### src/rtl/ms_pulse_pair_gen.sv
`default_nettype none
// +----------------------------------------------------------------------------+
// | Module      : ms_pulse_pair_gen                                            |
// | Description : Emits two one-cycle pulses spaced by a programmed number of  |
// |               milliseconds, followed by a one-cycle done strobe. Intended  |
// |               as the transmit side of the ms interval measurement path.    |
// | Option      : RAND_PREDELAY_EN - when defined, a 16-bit Galois LFSR picks  |
// |               a random 1..PRE_MAX_MS ms pre-delay before the first pulse.  |
// |               When undefined, the pre-delay state lasts one cycle.         |
// | Revision    : 1.0 - initial release                                        |
// +----------------------------------------------------------------------------+
module ms_pulse_pair_gen #(
  parameter int CLK_MS_COUNT = 100000,
  parameter int MS_W         = 10,
  parameter int PRE_MAX_MS   = 1023
) (
  input  logic            clk,
  input  logic            rst,
  input  logic            start,
  input  logic            abort,
  input  logic [MS_W-1:0] interval,
  output logic            ready,
  output logic            busy,
  output logic            pulse_out,
  output logic            done,
  output logic [MS_W-1:0] ms_elapsed
);

  // Tick counter width; at least one bit even for degenerate settings.
  localparam int T_W = (CLK_MS_COUNT > 1) ? $clog2(CLK_MS_COUNT) : 1;
  localparam logic [T_W-1:0] T_LAST = T_W'(CLK_MS_COUNT - 1);

  // The P1 cycle doubles as the first gap cycle, so the tick counter needs
  // at least two counts per ms; the LFSR-derived pre-delay is 16 bits wide.
  if (CLK_MS_COUNT < 2 || PRE_MAX_MS < 1 || MS_W > 16) begin : g_param_check
    $error("ms_pulse_pair_gen: need CLK_MS_COUNT>=2, PRE_MAX_MS>=1, MS_W<=16");
  end

  typedef enum logic [2:0] {
    S_IDLE = 3'd0,
    S_PRE  = 3'd1,
    S_P1   = 3'd2,
    S_GAP  = 3'd3,
    S_P2   = 3'd4,
    S_DONE = 3'd5
  } state_t;

  state_t          state;
  state_t          state_nx;
  logic [T_W-1:0]  t_reg;
  logic [MS_W-1:0] p_reg;
  logic [MS_W-1:0] int_reg;
  logic [MS_W-1:0] ms_reg;

  logic            accept;
  logic            ms_tick;
  logic [MS_W-1:0] p_inc;
  logic            pre_exit;

  assign accept  = (state == S_IDLE) && start;
  assign ms_tick = (t_reg == T_LAST);
  assign p_inc   = p_reg + 1'b1;

`ifdef RAND_PREDELAY_EN
  logic [15:0] lfsr;
  logic [15:0] pre_calc;
  logic [15:0] pre_reg;

  // Free-running Galois LFSR, polynomial x^16 + x^14 + x^13 + x^11 + 1.
  always_ff @(posedge clk or posedge rst) begin
    if (rst) begin
      lfsr <= 16'hACE1;
    end else begin
      lfsr <= {1'b0, lfsr[15:1]} ^ (lfsr[0] ? 16'hB400 : 16'h0000);
    end
  end

  assign pre_calc = (lfsr % 16'(PRE_MAX_MS)) + 16'd1;

  // Capture the random pre-delay length at the moment a run is accepted.
  always_ff @(posedge clk or posedge rst) begin
    if (rst) begin
      pre_reg <= '0;
    end else if (accept) begin
      pre_reg <= pre_calc;
    end
  end

  // PRE leaves one cycle after the last whole pre-delay ms has been counted.
  assign pre_exit = (16'(p_reg) == pre_reg);
`else
  // Without the random pre-delay, PRE is a single-cycle hop.
  assign pre_exit = 1'b1;
`endif

  // State register.
  always_ff @(posedge clk or posedge rst) begin
    if (rst) begin
      state <= S_IDLE;
    end else begin
      state <= state_nx;
    end
  end

  // Next-state decode; abort overrides every transition out of a busy state.
  always_comb begin
    state_nx = state;
    case (state)
      S_IDLE: if (start) state_nx = S_PRE;
      S_PRE:  if (pre_exit) state_nx = S_P1;
      S_P1:   state_nx = S_GAP;
      S_GAP:  if (ms_tick && (p_inc == int_reg)) state_nx = S_P2;
      S_P2:   state_nx = S_DONE;
      S_DONE: state_nx = S_IDLE;
      default: state_nx = S_IDLE;
    endcase
    if ((state != S_IDLE) && abort) begin
      state_nx = S_IDLE;
    end
  end

  // Interval latch, tick/ms counters and the live ms_elapsed value.
  always_ff @(posedge clk or posedge rst) begin
    if (rst) begin
      t_reg   <= '0;
      p_reg   <= '0;
      int_reg <= '0;
      ms_reg  <= '0;
    end else if (accept) begin
      int_reg <= (interval == '0) ? MS_W'(1) : interval;
      t_reg   <= '0;
      p_reg   <= '0;
      ms_reg  <= '0;
    end else begin
      case (state)
        S_PRE: begin
          if (pre_exit) begin
            t_reg <= '0;
            p_reg <= '0;
          end
`ifdef RAND_PREDELAY_EN
          else if (ms_tick) begin
            t_reg <= '0;
            p_reg <= p_inc;
          end else begin
            t_reg <= t_reg + 1'b1;
          end
`endif
        end
        // P1 is counted as the first cycle of the gap so that the second
        // pulse lands exactly int_reg ms after the first one.
        S_P1: t_reg <= t_reg + 1'b1;
        S_GAP: begin
          if (ms_tick) begin
            t_reg  <= '0;
            p_reg  <= p_inc;
            ms_reg <= p_inc;
          end else begin
            t_reg <= t_reg + 1'b1;
          end
        end
        default: begin
          t_reg <= t_reg;
        end
      endcase
    end
  end

  assign ready      = (state == S_IDLE);
  assign busy       = (state != S_IDLE);
  assign pulse_out  = (state == S_P1) || (state == S_P2);
  assign done       = (state == S_DONE);
  assign ms_elapsed = ms_reg;

endmodule
`default_nettype wire

### config.mk
export PLATFORM = sky130hd
export DESIGN_NAME = ms_pulse_pair_gen
export DESIGN_NICKNAME = d
export VERILOG_FILES = /design/src/rtl/ms_pulse_pair_gen.sv
export SDC_FILE = /design/constraint.sdc
export NUM_CORES = 1
export LEC_CHECK = 0
export CAP_MARGIN = 30
export CORE_ASPECT_RATIO = 0.9
export CORE_MARGIN = 8
export CORE_UTILIZATION = 30
export DETAILED_ROUTE_END_ITERATION = 10
export GPL_ROUTABILITY_DRIVEN = 0
export PLACE_DENSITY = 0.56
export SLEW_MARGIN = 20
export SYNTH_ARGS = -nofsm -noshare
export SYNTH_HDL_FRONTEND = slang
export SYNTH_SLANG_ARGS = --single-unit
### constraint.sdc
create_clock -name clk -period 2.3 [get_ports clk]
set_clock_uncertainty 0.1 [all_clocks]
set_input_delay 0.46 -clock clk [delete_from_list [all_inputs] [get_ports clk]]
set_output_delay 0.46 -clock clk [all_outputs]
set_load 0.01 [all_outputs]
==> impl_summary.txt <==
----------------------------------------------------
[Drt]
  Residual antenna-violating net count after detailed routing ... 0
  Average wire length per cell after detail routing ... ~14 um
  Detailed-router iteration count before antenna repair ... 4
  Total wire length ... 6.629 mm
  Number of design-rule violations left by the first detailed-router iteration ... about 130
  DRC viols ... 0
  Count of vias placed by the detailed router ... between 2k and 2.5k
  Ratio of routed vias to standard cells ... between 4 and 5

[Cells and area]
  Layout cells sized above 1 ... 0.1541
  Number of fillers in the final layout ... ~930
  Final-stage net count ... approximately 370
  Post-route non-filler standard cell count ... 479
  Area overhead of the layout relative to synthesis ... 26.88%
  Number of flip-flops in the largest register ... 17
  Diodes inserted ... 0

[Clock tree]
  CTS H-tree lvls ... 2
  Clock-pin slew reported for the worst setup and hold paths after clock tree synthesis ... about 0.09 ns
  Clock Path Buffers ... 2
  Clk_lat worst skew ... 0.29 ns
  Clock tree from TritonCTS ... done
  Clock buffers created by TritonCTS ... 5
  Clock root buffer ... sky130_fd_sc_hd__clkbuf_8
  Hold-fix buffers at CTS ... 0
  Clk sink count ... 50

[GRT]
  Met3 Resource Use GR ... 0.02663
  Grt met2 use ... 0.1596
  GRT Overall Usage ... 0.1133
  Met1 Usage GRT ... 0.1647
  Final global-route overflow total ... 0
  Vias in the first global route ... about 2.3k
  Top Usage Layer GRT ... met1
  Pin count of the biggest net entering global routing ... 31
  First-pass GRT wire length ... roughly 11 mm
  Antenna violations before repair ... 0

[Die]
  Number of placement rows ... 33
  Chip width ... roughly 120 um
  Chip height ... 106.2 um
  CORE AREA ... ~9000 sq um
  Starting Density ... 0.3029
  Die outline area ... 12350 sq um
  Io pins ... 28

[Power and ir drop]
  Leakage ... ~1.5 nW
  Pwr dens ... 638.2 nW/um^2
  Worst ir drop on vdd ... ~0.00032 V

[Synth]
  Post-synthesis async set-or-reset flop share ... 1.000
  Number of nets in the synthesized netlist ... ~330
  Post-synth EDFFs ... 0
  Proportion of synthesized chip area in sequential cells ... 0.4610
  Mean post-synth cell area ... slightly below 9 sq um
  Synth Warn # ... 0
  Post-Synthesis Cells ... slightly above 300
  Synthesized flop and latch total ... 50
  Post-synthesis cell type count ... 47
  Most used flip-flop cell after synthesis ... sky130_fd_sc_hd__dfrtp_1
  Synthesized area ... about 2700 sq um

[Critical path]
  Setup crit start kind ... flip-flop
  Critical path type ... flip-flop to flip-flop
  Length in cells of the worst reg-to-reg path ... 6
  Crit. End Element ... flip-flop
  Launching point of the worst reg2reg path ... t_reg[14]
  Endpoint of the worst-slack reg-to-reg timing path ... p_reg[3]
  Required time of the worst setup path ... roughly 2.4 ns
  Max FO, Critical Path ... 8
  Setup slack of the worst register-to-register path ... between 0.07 and 0.08 ns
  CP Data Arrival Time ... between 2 and 2.5 ns

[Timing]
  Setup repair after global routing missed its margin ... yes
  Slew Limit Fails ... 0
  Final critical path time including I/O delays and setup ... about 2.2 ns
  Ratio of final minimum period to clock period ... 0.9652
  Max Freq ... 450.4 MHz
  Final Hold Vio Count ... 0
  Number of failing setup endpoints in the final timing report ... 0
  Remaining max-slew budget at the tightest pin ... 0.5912
  Worst path setup slack after routing ... approximately 0.080 ns
  Worst Max-Slew Pin Slew ... between 0.6 and 0.7 ns

[Run]
  Max-cap violations ... 0

[Placement]
  Inst Count DP ... 467
  HPWL after DPL ... ~4.9 mm
  Port bufs ... 27
  Pre-CTS setup slack ... -0.05662 ns

[Outcome]
  Outcome ... completed

[Worst hold path]
  Hold WC Path Type ... input pin to asynchronous set/reset pin

----------------------------------------------------
layout make-up:
type                    instances  area, sq um  share of cell area
clock buffers                   7        76.32             0.02217
well taps                     122        152.6             0.04433
inverters                       4        15.01            0.004360
repair buffers                 52        476.7              0.1384
multi-input cells             244         1469              0.4266
flip-flops and latches         50         1254              0.3641
through the flow:
stage	TNS (ns)	utilization	power, mW	hold WS [ns]	instance area, sq um
final	0	0.3843	2.198	0.3900	3443
after detailed placement	-0.1291	0.3625	1.697	0.3799	3248
after floorplan	0	-	1.463	0.3509	2714
after CTS	0	0.3763	2.212	0.3924	3372
after global routing	-0.1066	0.3843	2.350	0.4260	3443
after global placement	-0.09471	0.3625	1.687	0.3858	3248
metal layers:
layer  wire, um  vias up  part of all wire
li1           -     1174                 -
met1       3459     1085              0.52
met2       2771       47              0.42
met3        301        6             0.045
met4         96        0             0.014
met5          0        -                 0
power by group:
part	leakage, nW	switching [mW]	total, mW	internal (mW)
Combinational	0.753	0.356	0.620	0.264
Clock	0.0383	0.277	0.488	0.210
Sequential	0.675	0.107	1.09	0.982
Total	1.47	0.741	2.20	1.46
Yosys cell counts (2+ instances only):
cell type | count | area share
sky130_fd_sc_hd__a21o_1 | 3 | 0.0083
sky130_fd_sc_hd__and2_1 | 4 | 0.0092
sky130_fd_sc_hd__and4_1 | 5 | 0.016
sky130_fd_sc_hd__dfrtp_1 | 50 | 0.46
sky130_fd_sc_hd__nand2_1 | 57 | 0.079
sky130_fd_sc_hd__a21oi_1 | 10 | 0.018
sky130_fd_sc_hd__inv_1 | 4 | 0.0055
sky130_fd_sc_hd__nor4_1 | 2 | 0.0046
sky130_fd_sc_hd__buf_2 | 2 | 0.0037
sky130_fd_sc_hd__and3_1 | 4 | 0.0092
sky130_fd_sc_hd__xnor2_1 | 12 | 0.039
sky130_fd_sc_hd__nand4_1 | 5 | 0.012
sky130_fd_sc_hd__ha_1 | 2 | 0.0092
sky130_fd_sc_hd__nand3_1 | 16 | 0.030
sky130_fd_sc_hd__nor2_2 | 2 | 0.0046
sky130_fd_sc_hd__o31ai_1 | 5 | 0.014
sky130_fd_sc_hd__a31oi_1 | 2 | 0.0046
sky130_fd_sc_hd__o21ai_0 | 36 | 0.066
sky130_fd_sc_hd__nor3_1 | 5 | 0.0092
sky130_fd_sc_hd__or2_2 | 3 | 0.0069
sky130_fd_sc_hd__o22ai_1 | 2 | 0.0046
sky130_fd_sc_hd__nor2_1 | 33 | 0.046
sky130_fd_sc_hd__nand2b_1 | 2 | 0.0046
sky130_fd_sc_hd__a211oi_1 | 2 | 0.0055
sky130_fd_sc_hd__clkbuf_1 | 7 | 0.0097
sky130_fd_sc_hd__xor2_1 | 13 | 0.042
cell families (layout without fill, tap and decap cells):
| family | after synthesis | in the layout | synth area share |
|---|---|---|---|
| buffers and inverters | 15 | 63 | 0.02443 |
| DFF | 50 | 50 | 0.4610 |
| xor gates and xnor gates | 25 | 25 | 0.08068 |
| muxes | 1 | 1 | 0.003688 |
| adders and majority gates | 2 | 2 | 0.009219 |
| and+or+nand+nor | 147 | 147 | 0.2660 |
| AOI/OAI and AO/OA | 69 | 69 | 0.1549 |
how the worst max path moves through the flow:
stage,startpoint,end,slack [ns],cells after the start
floorplan,t_reg[14],p_reg[9],0.12,6
global placement,p_reg[1],state[0],-0.04,7
detailed placement,p_reg[1],state[1],-0.06,7
CTS,state[2],pulse_out,0.002,3
global route,t_reg[14],p_reg[8],-0.04,7
finish,t_reg[14],p_reg[3],0.08,6
worst max-delay path, cell delays in order (launching register included):
cell                      delay, ns
sky130_fd_sc_hd__dfrtp_1       0.38
sky130_fd_sc_hd__or4_4         0.54
sky130_fd_sc_hd__nor4_4        0.42
sky130_fd_sc_hd__o21ai_2       0.14
sky130_fd_sc_hd__a21o_4        0.28
sky130_fd_sc_hd__o21ai_0       0.16
sky130_fd_sc_hd__o31ai_1       0.09
cell usage in the layout, fill, tap and decap left out, drive strengths merged, types with 2 or more instances in the layout:
master and n:
dfrtp 50, and2 4, nand2b 2, a21oi 11
nand2 57, inv 4, o21ai 38, ha 2
a21o 3, and3 4, nor4 4, a211oi 3
and4 5, nor3 5, clkdlybuf4s50 26, o31ai 5
xor2 13, clkbuf 7, or2 3, buf 25
nand3 17, nor2 35, o22ai 2, a31oi 2
nand4 5, xnor2 12
repair_timing:
| action | 4_1_cts | 5_1_grt |
|---|---|---|
| cloned | 0 | 0 |
| pin swaps | 1 | 3 |
| buffers inserted | 2 | 3 |
| resized for setup | 7 | 22 |
| setup endpoints to repair | 7 | 19 |
(Power assumes the default switching activity.)
